File: config.mk
export PLATFORM = sky130hd
export DESIGN_NAME = arb_rr
export DESIGN_NICKNAME = d
export VERILOG_FILES = /design/src/rtl/arb_pkg.sv /design/src/rtl/rr_pick.sv /design/src/rtl/arb_rr.sv
export SDC_FILE = /design/constraint.sdc
export NUM_CORES = 1
export LEC_CHECK = 0
export BUFFER_PORTS_ARGS = -buffer_cell sky130_fd_sc_hd__buf_2
export CAP_MARGIN = 15
export CORE_AREA = 2 2 380 382
export DETAILED_ROUTE_END_ITERATION = 8
export DIE_AREA = 0 0 382 384
export PLACE_DENSITY_LB_ADDON = 0.3
export SYNTH_ARGS = -nofsm -noshare
export SYNTH_HDL_FRONTEND = slang
export SYNTH_HIERARCHICAL = 1
export SYNTH_SLANG_ARGS = --single-unit
File: constraint.sdc
create_clock -name clk -period 1.8 [get_ports clk]
set_input_delay 0.18 -clock clk [delete_from_list [all_inputs] [get_ports clk]]
set_output_delay 0.18 -clock clk [all_outputs]
set_load 0.01 [all_outputs]
File: src/rtl/arb_pkg.sv
// Shared definitions for the round-robin arbiter family.
//   arb_state_t : arbiter FSM state (ARB_IDLE / ARB_BUSY)
//   idx_w(n)    : bit width of an index into n requesters (at least 1)
package arb_pkg;

    typedef enum logic {
        ARB_IDLE = 1'b0,
        ARB_BUSY = 1'b1
    } arb_state_t;

    function automatic int idx_w(input int n);
        return (n > 1) ? $clog2(n) : 1;
    endfunction

endpackage

File: src/rtl/rr_pick.sv
// Combinational N-way round-robin picker.
//   req   in  N     : request vector
//   last  in  IW    : index served most recently (lowest priority now)
//   valid out 1     : at least one request present
//   idx   out IW    : first set request scanning last+1 .. last+N (mod N)
// Wrap uses compare-and-subtract so non-power-of-two N is handled.
module rr_pick
    import arb_pkg::*;
#(
    parameter int N = 4,
    localparam int IW = idx_w(N)
) (
    input  logic [N-1:0]  req,
    input  logic [IW-1:0] last,
    output logic          valid,
    output logic [IW-1:0] idx
);

    // base < N and off <= N, so a single subtraction is enough to wrap.
    function automatic logic [IW-1:0] wrap_add(input logic [IW-1:0] base, input int off);
        int s;
        s = int'(base) + off;
        if (s >= N) s = s - N;
        return IW'(s);
    endfunction

    always_comb begin
        valid = |req;
        idx   = '0;
        // Scan from farthest to nearest so the nearest slot after 'last' overwrites.
        for (int i = N; i >= 1; i--) begin
            if (req[wrap_add(last, i)]) idx = wrap_add(last, i);
        end
    end

endmodule

File: src/rtl/arb_rr.sv
// Round-robin arbiter: N requester ports onto one master port.
// Optional feature macro: ARB_TIMEOUT_EN (abort a BUSY access after TIMEOUT cycles).
// Ports:
//   clk, reset_n                 : clock, async active-low reset
//   addr_a/dout_a/req_a/wr_a     : requester-side request (slice i = requester i)
//   din_a                        : read data, din_m replicated to every slice
//   rdy_a/gnt_a/err_a            : one-hot completion, owner, timeout-abort
//   addr_m/dout_m/req_m/wr_m     : master-side request (zero while idle)
//   din_m, rdy_m                 : master read data and completion pulse
module arb_rr
    import arb_pkg::*;
#(
    parameter int N       = 4,
    parameter int AW      = 64,
    parameter int DW      = 64,
    parameter int TIMEOUT = 256
) (
    input  logic            clk,
    input  logic            reset_n,
    input  logic [N*AW-1:0] addr_a,
    input  logic [N*DW-1:0] dout_a,
    output logic [N*DW-1:0] din_a,
    input  logic [N-1:0]    req_a,
    input  logic [N-1:0]    wr_a,
    output logic [N-1:0]    rdy_a,
    output logic [N-1:0]    gnt_a,
    output logic [N-1:0]    err_a,
    output logic [AW-1:0]   addr_m,
    output logic [DW-1:0]   dout_m,
    output logic            req_m,
    output logic            wr_m,
    input  logic [DW-1:0]   din_m,
    input  logic            rdy_m
);

    localparam int IW = idx_w(N);

    if (N < 2 || TIMEOUT < 2) begin : g_bad_param
        $error("arb_rr: N and TIMEOUT must both be at least 2");
    end

    arb_state_t    state, state_d;
    logic [IW-1:0] cur, cur_d;
    logic [IW-1:0] last, last_d;
    logic          pick_valid;
    logic [IW-1:0] pick_idx;

`ifdef ARB_TIMEOUT_EN
    localparam int TW = $clog2(TIMEOUT + 1);
    logic [TW-1:0] tcnt, tcnt_d;
`endif

    rr_pick #(.N(N)) u_pick (
        .req   (req_a),
        .last  (last),
        .valid (pick_valid),
        .idx   (pick_idx)
    );

    assign din_a = {N{din_m}};

    always_ff @(posedge clk or negedge reset_n) begin
        if (!reset_n) begin
            state <= ARB_IDLE;
            cur   <= '0;
            last  <= IW'(N - 1);   // first scan after reset starts at requester 0
`ifdef ARB_TIMEOUT_EN
            tcnt  <= '0;
`endif
        end else begin
            state <= state_d;
            cur   <= cur_d;
            last  <= last_d;
`ifdef ARB_TIMEOUT_EN
            tcnt  <= tcnt_d;
`endif
        end
    end

    always_comb begin
        state_d = state;
        cur_d   = cur;
        last_d  = last;
`ifdef ARB_TIMEOUT_EN
        tcnt_d  = tcnt;
`endif
        gnt_a   = '0;
        rdy_a   = '0;
        err_a   = '0;
        addr_m  = '0;
        dout_m  = '0;
        req_m   = 1'b0;
        wr_m    = 1'b0;

        case (state)
            ARB_IDLE: begin
                if (pick_valid) begin
                    cur_d   = pick_idx;
                    state_d = ARB_BUSY;
`ifdef ARB_TIMEOUT_EN
                    tcnt_d  = '0;
`endif
                end
            end
            ARB_BUSY: begin
                gnt_a[cur] = 1'b1;
                addr_m     = addr_a[int'(cur)*AW +: AW];
                dout_m     = dout_a[int'(cur)*DW +: DW];
                req_m      = req_a[cur];
                wr_m       = wr_a[cur];
`ifdef ARB_TIMEOUT_EN
                tcnt_d     = tcnt + 1'b1;
`endif
                // Completion beats both timeout and withdrawal in the same cycle.
                if (rdy_m) begin
                    rdy_a[cur] = 1'b1;
                    last_d     = cur;
                    state_d    = ARB_IDLE;
                end
`ifdef ARB_TIMEOUT_EN
                else if (tcnt == TW'(TIMEOUT - 1)) begin
                    err_a[cur] = 1'b1;
                    last_d     = cur;
                    state_d    = ARB_IDLE;
                end
`endif
                else if (!req_a[cur]) begin
                    // Withdrawn request: release the bus without moving priority.
                    state_d = ARB_IDLE;
                end
            end
            default: state_d = ARB_IDLE;
        endcase
    end

endmodule

==> parameters.txt <==
Parameter                              Value

Setup path
  Worst endpoint data arrival time ... 2.03 ns
  Crit-path cells ... buf_12, buf_16, buf_8, mux4_2, and2_4, buf_6
  Critical path endpoint ... addr_m[60]
  Crit-path slowest cell ... sky130_fd_sc_hd__mux4_2
  CP Launch Point ... cur[0]
  Biggest cell delay along the critical path ... 0.57 ns
  Critical path required time ... 1.62 ns
  Worst setup slack for register-to-register paths ... 0.04 ns
  Kind of capture point of the worst setup path ... output pin
  CP max FO ... 8
  Worst setup path class ... reg2out
  Worst R2R Start ... cur[0]
  Cell count of the worst reg-to-reg path ... 5
  Critical Path Source Type ... flip-flop
  Worst R2R End ... state

Floorplan
  Die Span Y ... 384 um
  Overall die width ... 382 um
  I/O pin count ... 985
  Placement row count ... 139
  Core outline area ... 143,000 um2
  Starting utilization of the core area ... 0.0449
  Overall die area ... 147,000 um2

Clocking
  Clock insertion delay at the later pin of the skew report ... 0.23 ns
  TritonCTS clock tree ... yes
  Root buffer selected by CTS ... sky130_fd_sc_hd__clkbuf_16
  Clock transition at path regs ... 0.03 ns
  Clock buffers created by TritonCTS ... 3
  Clock Sinks ... 5
  Maximum root-to-sink buffer count ... 2
  H-tree lvl count ... 1

Power
  Leak Pwr ... 4.78 nW
  Power after layout ... 17.4 mW
  Power density cells ... 1520 nW/um2
  Worst IR Drop VDD ... 0.000666 V

Layout
  Sequential cell area ... 139 um2
  Post-route non-filler standard cell count ... 2,947
  Total of fill cells in the finished design ... 16,727
  Count of nets after finishing ... 1,611
  Area Growth Syn to Fin ... 79.2%
  Area of the multi-input gates ... 4170 um2
  Proportion of layout cells with a drive suffix above 1 ... 0.920

Timing
  Peak Freq ... 451 MHz
  Final WS setup ... -0.415 ns
  Tmin final ... 2.21 ns
  Final Hold Fails ... 0
  Unrepaired setup endpoints after global routing ... true
  Final setup vio count ... 130
  Share of the cycle needed by the critical path after routing ... 1.23
  Layout Skew ... 0.000369 ns
  Minimum hold slack ... 0.360 ns
  Final Max Tran Viols ... 0

Route
  Total number of vias ... 7,277
  DR WL met3 ... 11,400 um
  DRT antenna net count ... 0
  Uppermost metal layer occupied by signal nets ... met5
  First-pass detailed-route iteration total ... 4
  Routed length on met2 ... 32,100 um
  Detailed-route wire length per cell ... 25.2 um
  Met1 wire length ... 27,900 um
  Total detailed-routing wirelength ... 74,300 um
  Number of DRC violations after detailed routing ... 0
  Number of DRC markers in iteration 0 ... 411
  Number of vias per cell ... 2.47

Logic synthesis
  Cells after synthesis ... 605
  Mean area per synthesized cell ... 10.6 um2
  Library cell with the largest summed area after synthesis ... sky130_fd_sc_hd__mux4_2
  Area share of the leading cell type in the synthesized netlist ... 0.457
  Netlist cell types ... 23
  Number of warning messages in the yosys log ... 6
  Area of the mapped netlist ... 6410 um2
  Count of state elements after synthesis ... 5
  Top post-synthesis cells by area ... sky130_fd_sc_hd__mux4_2 (46%), sky130_fd_sc_hd__buf_4 (30%), sky130_fd_sc_hd__and2_1 (13%)
  Post-synthesis sequential area ratio ... 0.0199

GRT
  Overall fraction of global-route tracks in use ... 0.0949
  Number of global-route vias before repair ... 7,298
  Number of antenna violations at the first check in global routing ... 116
  Maximum number of pins on one net before global-route repair ... 55
  Total overflow reported by the global router ... 0
  Wire length of the first global-routing pass ... 87,900 um

Placed design
  Quantity of I/O buffers inserted on ports ... 660
  Routability Congestion ... 0.895
  Post-detailed-placement half-perimeter wirelength ... 68,400 um
  Placed Instances ... 2,896
  Placement Setup Slack ... -0.222 ns

Min path
  Worst hold path cell count ... 0
  Hold Path Origin ... din_m[31]
  Worst hold path type ... in2out

Status
  Status ... finished, violations left
  Violations in the final reports ... setup timing

Flow run
  Max capacitance violation total ... 0
## kinds of logic (layout without fill, tap and decap cells)
family	after synthesis	in the layout	share of synthesized area
AO/OA/AOI/OAI	6	6	0.00762
other	1	25	0.000585
buffers and inverters	307	722	0.364
flip-flops	5	5	0.0199
AND/OR/NAND/NOR	151	151	0.142
multiplexers	135	135	0.466
## cells in the final DEF, fill, tap and decap left out, types with 2 or more instances in the layout
cell | synthesis | routed
sky130_fd_sc_hd__a21oi_1 | 2 | 2
sky130_fd_sc_hd__and2_1 | 130 | 50
sky130_fd_sc_hd__and2_4 | 0 | 80
sky130_fd_sc_hd__buf_12 | 9 | 15
sky130_fd_sc_hd__buf_16 | 0 | 5
sky130_fd_sc_hd__buf_2 | 10 | 589
sky130_fd_sc_hd__buf_4 | 260 | 15
sky130_fd_sc_hd__buf_6 | 6 | 70
sky130_fd_sc_hd__buf_8 | 0 | 15
sky130_fd_sc_hd__clkbuf_16 | 0 | 8
sky130_fd_sc_hd__conb_1 | 1 | 4
sky130_fd_sc_hd__dfrtp_4 | 0 | 3
sky130_fd_sc_hd__dfstp_2 | 2 | 2
sky130_fd_sc_hd__diode_2 | 0 | 21
sky130_fd_sc_hd__inv_1 | 3 | 3
sky130_fd_sc_hd__mux2_2 | 4 | 4
sky130_fd_sc_hd__mux4_2 | 130 | 130
sky130_fd_sc_hd__nand2_1 | 4 | 4
sky130_fd_sc_hd__nand2b_1 | 5 | 4
sky130_fd_sc_hd__nor2_1 | 10 | 9
## metrics by stage
step           TNS, ns    util  cell area, um2
6_report        -43.34  0.0804           11500
2_1_floorplan        0       -            6420
3_3_place_gp    -13.76  0.0712           10200
4_1_cts         -43.77  0.0761           10900
5_1_grt         -50.12  0.0802           11400
3_5_place_dp    -14.12  0.0712           10200
## layer usage
layer,GRT usage,vias up
li1,-,2776
met1,0.109,3421
met2,0.146,745
met3,0.0644,257
met4,0.0168,78
met5,0,-
## critical path: cells and delay by family, from the launching register on
| kind | cells | cell delay (ns) |
|---|---|---|
| buffers and inverters | 4 | 0.57 |
| DFF | 1 | 0.44 |
| muxes | 1 | 0.57 |
| and+or+nand+nor | 1 | 0.18 |
## synth_stat cells
| cell type | n |
|---|---|
| sky130_fd_sc_hd__a21oi_1 | 2 |
| sky130_fd_sc_hd__a21oi_2 | 1 |
| sky130_fd_sc_hd__a31o_2 | 1 |
| sky130_fd_sc_hd__a31oi_1 | 1 |
| sky130_fd_sc_hd__and2_1 | 130 |
| sky130_fd_sc_hd__and2b_1 | 1 |
| sky130_fd_sc_hd__buf_12 | 9 |
| sky130_fd_sc_hd__buf_2 | 10 |
| sky130_fd_sc_hd__buf_4 | 260 |
| sky130_fd_sc_hd__buf_6 | 6 |
| sky130_fd_sc_hd__clkbuf_1 | 19 |
| sky130_fd_sc_hd__conb_1 | 1 |
| sky130_fd_sc_hd__dfrtp_1 | 3 |
| sky130_fd_sc_hd__dfstp_2 | 2 |
| sky130_fd_sc_hd__inv_1 | 3 |
| sky130_fd_sc_hd__mux2_2 | 4 |
| sky130_fd_sc_hd__mux2i_1 | 1 |
| sky130_fd_sc_hd__mux4_2 | 130 |
| sky130_fd_sc_hd__nand2_1 | 4 |
| sky130_fd_sc_hd__nand2b_1 | 5 |
| sky130_fd_sc_hd__nor2_1 | 10 |
| sky130_fd_sc_hd__nor2b_1 | 1 |
| sky130_fd_sc_hd__o221ai_2 | 1 |
## area by class of cell
type,instances,share of cell area
antenna,21,0.00458
clock buffer,4,0.00686
inverter,3,0.000981
multi-input combinational,296,0.363
sequential,5,0.0121
tap,1903,0.207
timing repair buffer,715,0.405
## state kept, by name, summed over array words and instances, names as in the netlist
signal and cells:
last 2, cur 2, state 1
## power breakdown
group / internal, mW / leakage (nW) / switching, mW
clock network: 0.294 / 0.0383 / 0.0743
registers: 0.214 / 0.0533 / 0.213
logic: 8.71 / 4.69 / 7.91
total: 9.22 / 4.78 / 8.20
## worst min path at each step
| stage | slack (ns) | end |
|---|---|---|
| global route | 0.36 | din_a[19] |
| detailed placement | 0.01 | state |
| global placement | 0.01 | state |
| CTS | 0.36 | din_a[167] |
| finish | 0.36 | din_a[223] |
| floorplan | -0.12 | cur[0] |
## what timing repair did
action | 4_1_cts | 5_1_grt
resized for setup | 130 | 133
setup buffers | 13 | 7
hold buffers | 1 | 0
setup endpoints to repair | 130 | 134
gates cloned | 2 | 5
endpoints found under the hold margin | 5 | 0
pin swaps | 2 | 52
(Power assumes the default switching activity.)
